## src/rtl/bcd_to_bin.sv

```systemverilog
// Sequential BCD-to-binary converter (reverse double-dabble), one bit per clock.
// The new_data/new_ack/done handshake matches the binary-to-BCD converter.
module bcd_to_bin #(
    parameter int N = 16,
    parameter int M = 20
) (
    input  logic         clk,
    input  logic         rst_n,
    input  logic [M-1:0] data_in,
    input  logic         new_data,
    output logic [N-1:0] data_out,
    output logic         done,
    output logic         new_ack,
    output logic         err_digit,
    output logic         overflow
);
    localparam int D  = M / 4;
    localparam int CW = (N > 1) ? $clog2(N) : 1;

    typedef enum logic [1:0] {IDLE, CONVERSION, DONE} state_t;

    state_t        state, state_nxt;
    logic [CW-1:0] cnt;
    logic [M-1:0]  bcd, bcd_shift, bcd_step;
    logic [N-1:0]  bin, bin_step;
    logic [D-1:0]  bad_nib;
    logic          bad_digit, last_step;

    // Shift {bcd,bin} right by one; the bit leaving the BCD side enters the binary MSB.
    assign bcd_shift = {1'b0, bcd[M-1:1]};
    assign bin_step  = {bcd[0], bin[N-1:1]};

    // Any digit that received a carry from above (>= 8 after the shift) gets -3.
    for (genvar g = 0; g < D; g++) begin : g_digit
        assign bcd_step[4*g +: 4] = bcd_shift[4*g+3] ? bcd_shift[4*g +: 4] - 4'd3
                                                     : bcd_shift[4*g +: 4];
        assign bad_nib[g] = data_in[4*g +: 4] > 4'd9;
    end

    assign bad_digit = |bad_nib;
    assign last_step = (cnt == CW'(N - 1));

    always_ff @(posedge clk or negedge rst_n) begin
        if (!rst_n) state <= IDLE;
        else        state <= state_nxt;
    end

    always_comb begin
        state_nxt = state;
        new_ack   = 1'b0;
        done      = (state == DONE);
        case (state)
            IDLE, DONE: begin
                if (new_data && rst_n) begin
                    new_ack   = 1'b1;
                    state_nxt = bad_digit ? DONE : CONVERSION;
                end else begin
                    state_nxt = IDLE;
                end
            end
            CONVERSION: if (last_step) state_nxt = DONE;
            default:    state_nxt = IDLE;
        endcase
    end

    always_ff @(posedge clk or negedge rst_n) begin
        if (!rst_n) begin
            cnt       <= '0;
            bcd       <= '0;
            bin       <= '0;
            data_out  <= '0;
            err_digit <= 1'b0;
            overflow  <= 1'b0;
        end else if (new_ack) begin
            bcd <= data_in;
            bin <= '0;
            cnt <= '0;
            if (bad_digit) begin
                data_out  <= '0;
                err_digit <= 1'b1;
                overflow  <= 1'b0;
            end
        end else if (state == CONVERSION) begin
            bcd <= bcd_step;
            bin <= bin_step;
            if (last_step) begin
                cnt       <= '0;
                data_out  <= bin_step;
                overflow  <= |bcd_step;
                err_digit <= 1'b0;
            end else begin
                cnt <= cnt + 1'b1;
            end
        end
    end
endmodule
```

## config.mk

```make
export PLATFORM = sky130hd
export DESIGN_NAME = bcd_to_bin
export DESIGN_NICKNAME = d
export VERILOG_FILES = /design/src/rtl/bcd_to_bin.sv
export SDC_FILE = /design/constraint.sdc
export NUM_CORES = 1
export LEC_CHECK = 0
export ABC_AREA = 0
export BUFFER_PORTS_ARGS = -buffer_cell sky130_fd_sc_hd__buf_4
export CORE_ASPECT_RATIO = 0.8
export CORE_UTILIZATION = 50
export DETAILED_ROUTE_END_ITERATION = 10
export PLACE_DENSITY_LB_ADDON = 0.05
export SLEW_MARGIN = 20
export SYNTH_ARGS = -nofsm -noshare
export SYNTH_HDL_FRONTEND = slang
export SYNTH_SLANG_ARGS = --single-unit
```

## constraint.sdc

```tcl
create_clock -name clk -period 2.5 [get_ports clk]
set_input_delay 0.375 -clock clk [delete_from_list [all_inputs] [get_ports clk]]
set_output_delay 0.375 -clock clk [all_outputs]
set_load 0.1 [all_outputs]
```

Yosys cells after proc, flatten, opt, wreduce, memory -nomap -nowiden:

Cells that the tools add are included.

* bits in registers: 60
* output and inout bits: 20
* input port bits: 23

* $lt $le $gt $ge: 5
* $add $sub $neg: 5
* reduce and logical (&&, ||, !) cells: 8
* muxes and demuxes: 29
* equal/unequal tests: 5

Operators by type and width (number)
* 2-to-1 mux 16 bit: 6
* 2-to-1 mux 20 bit: 2
* 2-to-1 mux 4 bit: 7
* > comparator 4 bit (second input constant): 5
* OR reduction 19 bit: 1
* subtractor 4 x 2 -> 4 bit (second input constant): 4
* 2-to-1 mux 1 bit: 10
* 2-to-1 mux 2 bit: 3
* OR reduction 5 bit: 1
* adder 4 x 1 -> 4 bit (second input constant): 1
* equality test 4 bit (second input constant): 1
* one-hot mux 2 bit (2 select lines): 1
* nonzero test 2 bit: 2
* AND reduction 3 bit: 1
* equality test 2 x 1 -> 1 bit (second input constant): 1
* equality test 2 bit (second input constant): 1
* zero test 2 bit: 1
* != test 2 x 1 -> 1 bit (second input constant): 1
* != test 2 bit (second input constant): 1
* OR reduction 2 bit: 1
* logical AND 1 bit: 1

Depth between registers and ports, before layout:

Gate-level depths: netlist of the first run.

* depth in word-level cells: 6
* depth in mapped cells: 7
* gate-level depth less buffers: 6

Worst setup path before layout of the first run:

No wires, ideal clock.

* path type: in2out
* start: input port new_data
* end: output port new_ack
* stages: 4
* slack: 0.813 ns
* arrival: 1.312 ns
* data required time: 2.125 ns
* path buffers: 2
* path through: nand2_1 > nor2_1 > buf_2 > buf_2

* longest elaborated chain between the ends: 3

Ends and longest elaborated chain
* from (decl): RTL line 10 `input logic new_data,`
* logical AND 1 bit: RTL line 54 `if (new_data && rst_n) begin`
* 2-to-1 mux 1 bit: RTL line 54
* 2-to-1 mux 1 bit: RTL line 52 `case (state)`
* to (decl): RTL line 13 `output logic new_ack,`

Every way passes these cells.

Final worst setup path of the first run:

* start: register state[0]
* end: output port new_ack

* longest elaborated chain between the ends: 3

Ends and longest elaborated chain
* from (decl): RTL line 22 `state_t state, state_nxt;`
* from (signal assigned): RTL line 45 `else state <= state_nxt;`
* equality test 2 bit / zero test 2 bit (equally long branches): RTL line 52
* OR reduction 2 bit *: RTL line 52
* 2-to-1 mux 1 bit *: RTL line 52

Every way passes the cells marked *; elsewhere a longest branch is shown, timed or not.

==> summary by stage, run 1 <==
Run status
The flow ran to the end, but the final reports show violations. The final reports fail on design-rule violations.

STA
Dividing the final minimum period by the clock period gives 0.7465. The final clock skew is 8.923 ps. The maximum clock rate is 0.5358 GHz. The final critical-path required period is 1866 ps. The hold violation total from the final report is 0. The minimum setup slack in the final design is 633.8 ps.

Setup repair after global routing left no endpoint under its margin. The setup violation total in the final timing report is 0. The worst-margin pin slew is 741.5 ps. In the final timing run, aggregate negative setup slack is 0 ps. In this run the tightest slew margin relative to its limit is 0.5057.

The final count of pins violating max slew is 0.

Finish
The area growth from synthesis to layout is 19.36%. The number of antenna cells inserted is 0. The net count of the finished layout is 375. The fill cell total of the finished layout is 502. In the final layout, the share of cells above drive strength 1 is 0.2159. The post-route non-filler standard cell count is 430.

Drt
Dividing the detail-routed wire length by the instance count gives 14.50 um. Before antenna repair, the detailed router went through 8 iterations. The total via count in the routed design is 2276. The routed metal-1 wire length is 3165 um. The routed length on met2 is 2681 um. After detailed routing, the number of remaining DRC violations is 1.

For this block, the initial DRC count from the detailed router was 159. The detailed route wirelength on metal3 is 347 um. The highest layer touched by signal routing is met4. The routed wire length is 6237 um. In the routed layout, each cell is associated on average with a via count of 5.293.

The detail route stage leaves a number of antenna-violating nets equal to 0.

Critical path
The number of cells on the worst reg-to-reg path is 5. The worst setup path is launched from a flop. In this run the worst path has a maximum fanout of 18. Data arrives at the worst endpoint at 1490 ps. The worst setup path is captured at a primary output. At the worst endpoint, the required time is 2120 ps. The critical path start-end classification is flop to primary output.

Synthesis
The proportion of register bits with asynchronous set or reset after synthesis is 1.000. Among all cell types in the netlist, the one instantiated most often is nand2_1. The compound-gate portion of the synthesized area is 0.1715. The post-synthesis xor/xnor area fraction is 0.02469.

In the synthesized netlist, the cells that appear most often are nand2_1 (88), dfrtp_1 (59), o21ai_0 (43). The mapped netlist covers 0.002838 mm2. The post-synthesis sequential area ratio is 0.5203. Of all cell types, the one taking the most synthesized area is dfrtp_1. Of the total synthesized cell area, the portion taken by full adders, half adders and majority gates is 0.02205.

Synthesis handed over a netlist of 307 instances. After synthesis, the largest family of logic cells by area is simple AND/OR/NAND/NOR gates. The mean cell area of the mapped netlist is 9.243 um2.

The count of warnings emitted by yosys is 0. The share of synthesized area in the top cell type comes to 0.5203. The number of nets in the synthesized netlist is 335. The number of distinct library cells after synthesis is 37. The most used flip-flop cell after synthesis is dfrtp_1.

The synthesized design contains 59 register bits. Of the total synthesized cell area, the portion taken by AND, OR, NAND and NOR gates is 0.1989. The number of flops mapped to enable cells by yosys is 0. Measured against the total synthesized area, the mux share comes to 0.01411.

Ranked by total cell area, the synthesized netlist is headed by dfrtp_1 (52%), nand2_1 (12%), o21ai_0 (7.6%).

Floorplan
The total die area is 0.005982 mm2. The floorplan step defined a core boundary enclosing 0.005465 mm2. The number of core rows is 24. The die is 86.23 um wide. For this configuration, the core starts out at a cell density of 0.5192. The floorplan die height is 69.38 um. The number of top-level design ports is 43.

Place
The cell count after placement is 414. The HPWL after detailed placement is 4062 um. The count of input and output buffers is 42.

The global placement routability congestion is 0.7665. Before CTS, the worst setup slack after placement is 595.5 ps.

Clocking
The clock buffer count from CTS is 9. The post-CTS resize count is 0. The post-CTS setup buffer count is 0. At the later pin of the worst-skew pair, clock insertion delay measures 340 ps. The CTS tree is built. The clock tree buffer depth is 2. CTS placed an instance of clkbuf_8 at the clock tree root.

The clock sink total is 59. The H-tree was split into 3 levels. The cts-stage hold buffer count is 0.

After clock tree synthesis, the clock-pin slew on the worst setup and hold paths is 70 ps.

GRT
The largest net degree at the start of global routing is 60. The total global routing overflow is 0. The wire length of the first global-routing pass is 10810 um. The via count of the first global-routing pass came to 2199.

The number of antenna violations at the first check in global routing is 0. The global routing usage summed across all routing layers is 0.2363.

Run
Across the run, the number of max-cap violations was 0.

Power
The total power is 2.608 mW. Power spread over the standard cell area amounts to 770.1 mW/mm2. The highest ir drop seen on vdd is 0.4130 mV. Summed over all cells, the static leakage comes to 1.540 nW.

Worst hold path
The type of the most critical hold path is primary input to async pin.
-- where the power goes --
| part | leakage, nW | total [mW] | switching (mW) | internal, mW |
|---|---|---|---|---|
| Sequential | 0.785 | 1.22 | 0.158 | 1.06 |
| Combinational | 0.649 | 0.503 | 0.258 | 0.245 |
| Clock | 0.106 | 0.883 | 0.370 | 0.513 |
| Total | 1.54 | 2.61 | 0.787 | 1.82 |
-- area by class of cell --
type                            count  area, um2  share of cell area
Sequential cell                    59       1476              0.4359
Clock inverter                      4      48.80             0.01441
Timing Repair Buffer               50      375.4              0.1108
Inverter                            2      7.507            0.002216
Clock buffer                       12      155.1             0.04581
Tap cell                           78      97.59             0.02881
Multi-Input combinational cell    225       1226              0.3620
-- flip-flops by register name (all words and copies together), names as in the netlist --
register and cells:
cnt 4, state 2, bcd 20, data_out 16, overflow 1, bin 15
err_digit 1
-- cells in the final DEF, fill, tap and decap left out, types with 3 or more instances in the layout --
| cell type | synthesis | layout |
|---|---|---|
| a221o_1 | 7 | 7 |
| nor2_1 | 11 | 10 |
| nand2_1 | 88 | 88 |
| buf_4 | 0 | 50 |
| nor2b_1 | 5 | 5 |
| o21ai_2 | 7 | 7 |
| and2_1 | 4 | 4 |
| o21ai_1 | 3 | 3 |
| a22oi_1 | 7 | 7 |
| nand3_1 | 10 | 10 |
| o21ai_0 | 43 | 43 |
| xnor2_1 | 8 | 8 |
| ha_1 | 5 | 5 |
| clkbuf_8 | 0 | 11 |
| dfrtp_1 | 59 | 59 |
| mux2i_1 | 4 | 4 |
-- cells by family (layout without fill, tap and decap cells) --
| family | after synthesis | in the layout |
|---|---|---|
| muxes | 4 | 4 |
| DFF | 59 | 59 |
| and+or+nand+nor | 131 | 131 |
| xor gates and xnor gates | 8 | 8 |
| AOI/OAI and AO/OA | 77 | 77 |
| adders and majority gates | 5 | 5 |
| buffers and inverters | 23 | 68 |
-- worst max-delay path, cell delays in order (launching register included) --
cell and delay, ps:
dfrtp_1 420, nor2_2 160, buf_4 250, buf_4 330
-- worst paths after layout --
check                                 startpoint                    end  slack [ps]
setup / recovery            state[0]$_DFFE_PN0P_                new_ack         630
hold / removal                             rst_n     bin[1]$_DFFE_PN0P_         210
setup reg to reg              bcd[1]$_DFFE_PN0P_   overflow$_DFFE_PN0P_         770
hold reg to reg            err_digit$_DFFE_PN0P_  err_digit$_DFFE_PN0P_         480
max in group asynchronous                  rst_n    bcd[13]$_DFFE_PN0P_        1810
min in group clk                     data_in[19]    bcd[19]$_DFFE_PN0P_         250
-- layer usage --
| metal | vias to the layer above | global-route usage |
|---|---|---|
| li1 | 1135 | - |
| met1 | 1076 | 0.3501 |
| met2 | 58 | 0.3325 |
| met3 | 7 | 0.08095 |
| met4 | 0 | 0.05556 |
| met5 | - | 0 |
-- through the flow --
| step | util | instance area [um2] | hold slack [ps] |
|---|---|---|---|
| floorplan | - | 2838 | 79.41 |
| global placement | 0.5824 | 3183 | 465.7 |
| detailed placement | 0.5824 | 3183 | 471.0 |
| CTS | 0.6197 | 3387 | 223.9 |
| global route | 0.6197 | 3387 | 252.3 |
| finish | 0.6197 | 3387 | 205.2 |
(Power assumes the default switching activity.)
==> run 2: changes to the inputs <==
- clock period: 2.5 -> 1.7 ns (I/O delays scaled with it)
==> run 2 against run 1 <==
  * The run now ends clean
  * Clock-buffer cell count unchanged
  * Setup slack got worse by 540 ps
  * Sequential share of layout area decreased by 1.8 points
  * Die area unchanged
  * Wire length up 5.3%
  * Power increased by 57%
  * Clock power increased by 65%
  * Register-to-register slack worse by 640 ps
  * Combinational power rose by 75%
  * Non-clock buffer count grew 11
  * Utilization increased by 2.6 points
  * Critical path type unchanged
  * Largest power group unchanged
  * Highest routed layer unchanged
==> summary by stage, run 2 (synthesized netlist as in run 1, its figures left out) <==
Run status
Status: complete, no violations (was finished with violations).

GRT
The via count of the first global-routing pass came to 2212 (was 2199). The number of antenna violations at the first check in global routing is 0 (unchanged). The largest net degree at the start of global routing is 60 (unchanged). The global routing usage summed across all routing layers is 0.2409 (was 0.2363). The total global routing overflow is 0 (unchanged). The wire length of the first global-routing pass is 10950 um (was 10810 um).

Power
The sequential power share came to 0.430 (was 0.468). The total power is 4.101 mW (was 2.608 mW). The part of the total power dissipated in combinational logic is 0.214 (was 0.193).

The power share of the clock group is 0.356 (was 0.339). The highest ir drop seen on vdd is 0.7702 mV (was 0.4130 mV). The internal power of the cells is 2.899 mW (was 1.822 mW). The net switching fraction of the power is 0.2930 (was 0.3016).

The switching component of the power is 1.202 mW (was 0.7866 mW). The leakage component of the power is 1.610 nW (was 1.540 nW). The power density of the placed cells is 1161 mW/mm2 (was 770.1 mW/mm2).

Floorplan
The total die area is 0.005982 mm2 (unchanged). The number of core rows is 24 (unchanged). The die span in x is 86.23 um (unchanged). The area inside the core boundary is 0.005465 mm2 (unchanged). The floorplan die height is 69.38 um (unchanged). The effective utilization at floorplan is 0.5192 (unchanged). The number of top-level design ports is 43 (unchanged).

Critical path
The critical path launch point type is a flop (unchanged). The total buffers and inverters traversed by the critical path came to 2 (unchanged). The worst flop-to-flop path startpoint is bcd[1]$_DFFE_PN0P_ (unchanged). The critical path start-end classification is flop to primary output (unchanged).

The slowest cell on the critical path is dfrtp_1 (unchanged). The critical path startpoint is state[0]$_DFFE_PN0P_ (unchanged). The delay contributed by the slowest stage of the critical path is 440 ps (was 420 ps). The nature of the critical path endpoint is a primary output (unchanged).

The minimum setup slack among reg-to-reg paths is 130 ps (was 770 ps). The worst endpoint data arrival time is 1350 ps (was 1490 ps). The required time of the critical path is 1440 ps (was 2120 ps). The largest fanout on the critical path is 16 (was 18). Cell-by-cell trace of the critical path: nor2_4, buf_8, buf_12 (was nor2_2, buf_4, buf_4). The largest delay contributor family on the critical path is flip-flops (was buffers and inverters).

Clocking
The clock buffer count from CTS was 9 (unchanged). The CTS tree is built (unchanged). The clock latency on the worst-skew pair is 340 ps (about the same).

The clock sink total is 59 (unchanged). The clock tree buffer depth is 2 (unchanged). The H-tree depth is 3 (unchanged).

The root buffer cell is clkbuf_8 (unchanged). The cts-stage hold buffer count came to 0 (unchanged). The post-CTS clock slew at the launch and capture registers of the worst setup and hold paths was 70 ps (about the same).

STA
The hold violation total from the final report is 0 (unchanged). For this run, the top clock speed supported by timing is 0.6219 GHz. The max-slew headroom at the worst pin is 0.4929 (was 0.5057). The setup violation total in the final timing report is 0 (unchanged).

Unrepaired setup endpoints after global routing: false (unchanged). The final count of pins violating max slew is 0 (unchanged). The setup TNS is 0 ps (unchanged). The final critical-path required period is 1608 ps.

The final clock skew is 7.818 ps (was 8.923 ps). Of the available clock period, the critical path in the final layout requires 0.9458. The worst-margin pin slew is 760.7 ps (was 741.5 ps).

Place
The HPWL after detailed placement is 4504 um (was 4062 um). The global placement routability congestion is 0.8160 (was 0.7665). The cell count after placement was 425 (was 414). The count of input and output buffers is 42 (unchanged).

Drt
The number of DRC markers in iteration 0 was 206 (was 159). The routed wire length is 6567 um (was 6237 um). The first-pass iteration count of the detailed router is 4 (was 8). The residual antenna-violating net count after detailed routing is 0 (unchanged). The count of unresolved DRC violations after routing was 0 (was 1). The total via count in the routed design came to 2416 (was 2276).

The via density per instance is 5.478 (was 5.293). The post-detailed-route wirelength per cell is 14.89 um (was 14.50 um).

Finish
The post-route non-filler standard cell count is 441 (was 430). Leading cell types in the layout, fill and taps excluded: nand2_1 (88), dfrtp_1 (59), buf_4 (58) (was nand2_1 (88), dfrtp_1 (59), buf_4 (50)). The most common cell after layout, fill and taps aside is nand2_1 (unchanged). The top register by number of flip-flops is bcd (unchanged). Largest regs: bcd: 20 flops, data_out: 16 flops, bin: 15 flops (unchanged).

The area growth from synthesis to layout is 24.43% (was 19.36%). The final core utilization was 0.6461 (was 0.6197). The number of flip-flops in the largest register is 20 (unchanged). The fill cell total of the finished layout came to 478 (was 502). The number of antenna cells inserted came to 0 (unchanged). The number of nets in the layout is 386 (was 375). The ratio of cells with drive above 1 in the final layout is 0.2397 (was 0.2159).

Run
The max-cap check violation count is 0 (unchanged).

Worst hold path
The type of the most critical hold path is primary input to async pin (unchanged).
run 2: cell types whose count changed in the layout (fill, tap and decap cells not counted), sizes merged:
cell | before | now
clkinv | 3 | 1
buf | 50 | 61
clkinvlp | 0 | 1
bufinv | 1 | 2
run 2: power groups by stage:
stage	combinational, mW	clock, mW	sequential, mW
final	0.878	1.46	1.76
after floorplan	0.618	0	1.72
after global placement	0.843	0	1.78
after CTS	0.872	1.48	1.76
after global routing	0.977	1.54	1.79
after detailed placement	0.865	0	1.78
run 2: area by class of cell:
class	instances	area, um2	area share
tap	78	97.59	0.02764
timing repair buffer	61	490.5	0.1389
clock buffer	12	155.1	0.04394
inverter	2	7.507	0.002126
multi-input combinational	225	1231	0.3487
clock inverter	4	72.57	0.02055
sequential	59	1476	0.4181
run 2: metal layers:
metal  track usage  wire, um  vias to the layer above
met5             0         0                        -
met4       0.05000        73                        0
met1        0.3677      3264                     1165
li1              -         -                     1159
met3       0.08452       353                        9
met2        0.3298      2875                       83
run 2: final timing paths:
kind / cells after the start / to
min in group clk: 3 / bcd[19]$_DFFE_PN0P_
max in group asynchronous: 2 / bcd[16]$_DFFE_PN0P_
max reg2reg: 5 / overflow$_DFFE_PN0P_
min: 2 / cnt[2]$_DFFE_PN0P_
max: 3 / new_ack
min reg2reg: 1 / err_digit$_DFFE_PN0P_
run 2: metrics by stage:
stage	worst slack, ps	hold slack (ps)	instance area (um2)
final	92.11	70.18	3531
after global routing	2.717	127.8	3531
after CTS	26.06	114.9	3518
after detailed placement	140.1	467.6	3278
after global placement	164.2	463.0	3278
after floorplan	91.96	-40.59	2838
run 2: repair_timing:
item,CTS,global route
setup endpoints to repair,1,1
resized for setup,3,3
buffers inserted,0,0
run 2: worst reg2reg max path, delay by kind of cell, from the launching register on:
kind,cells,cell delay (ps)
compound gates,3,540
simple gates,1,180
flops,1,410
fa+ha+maj,1,320
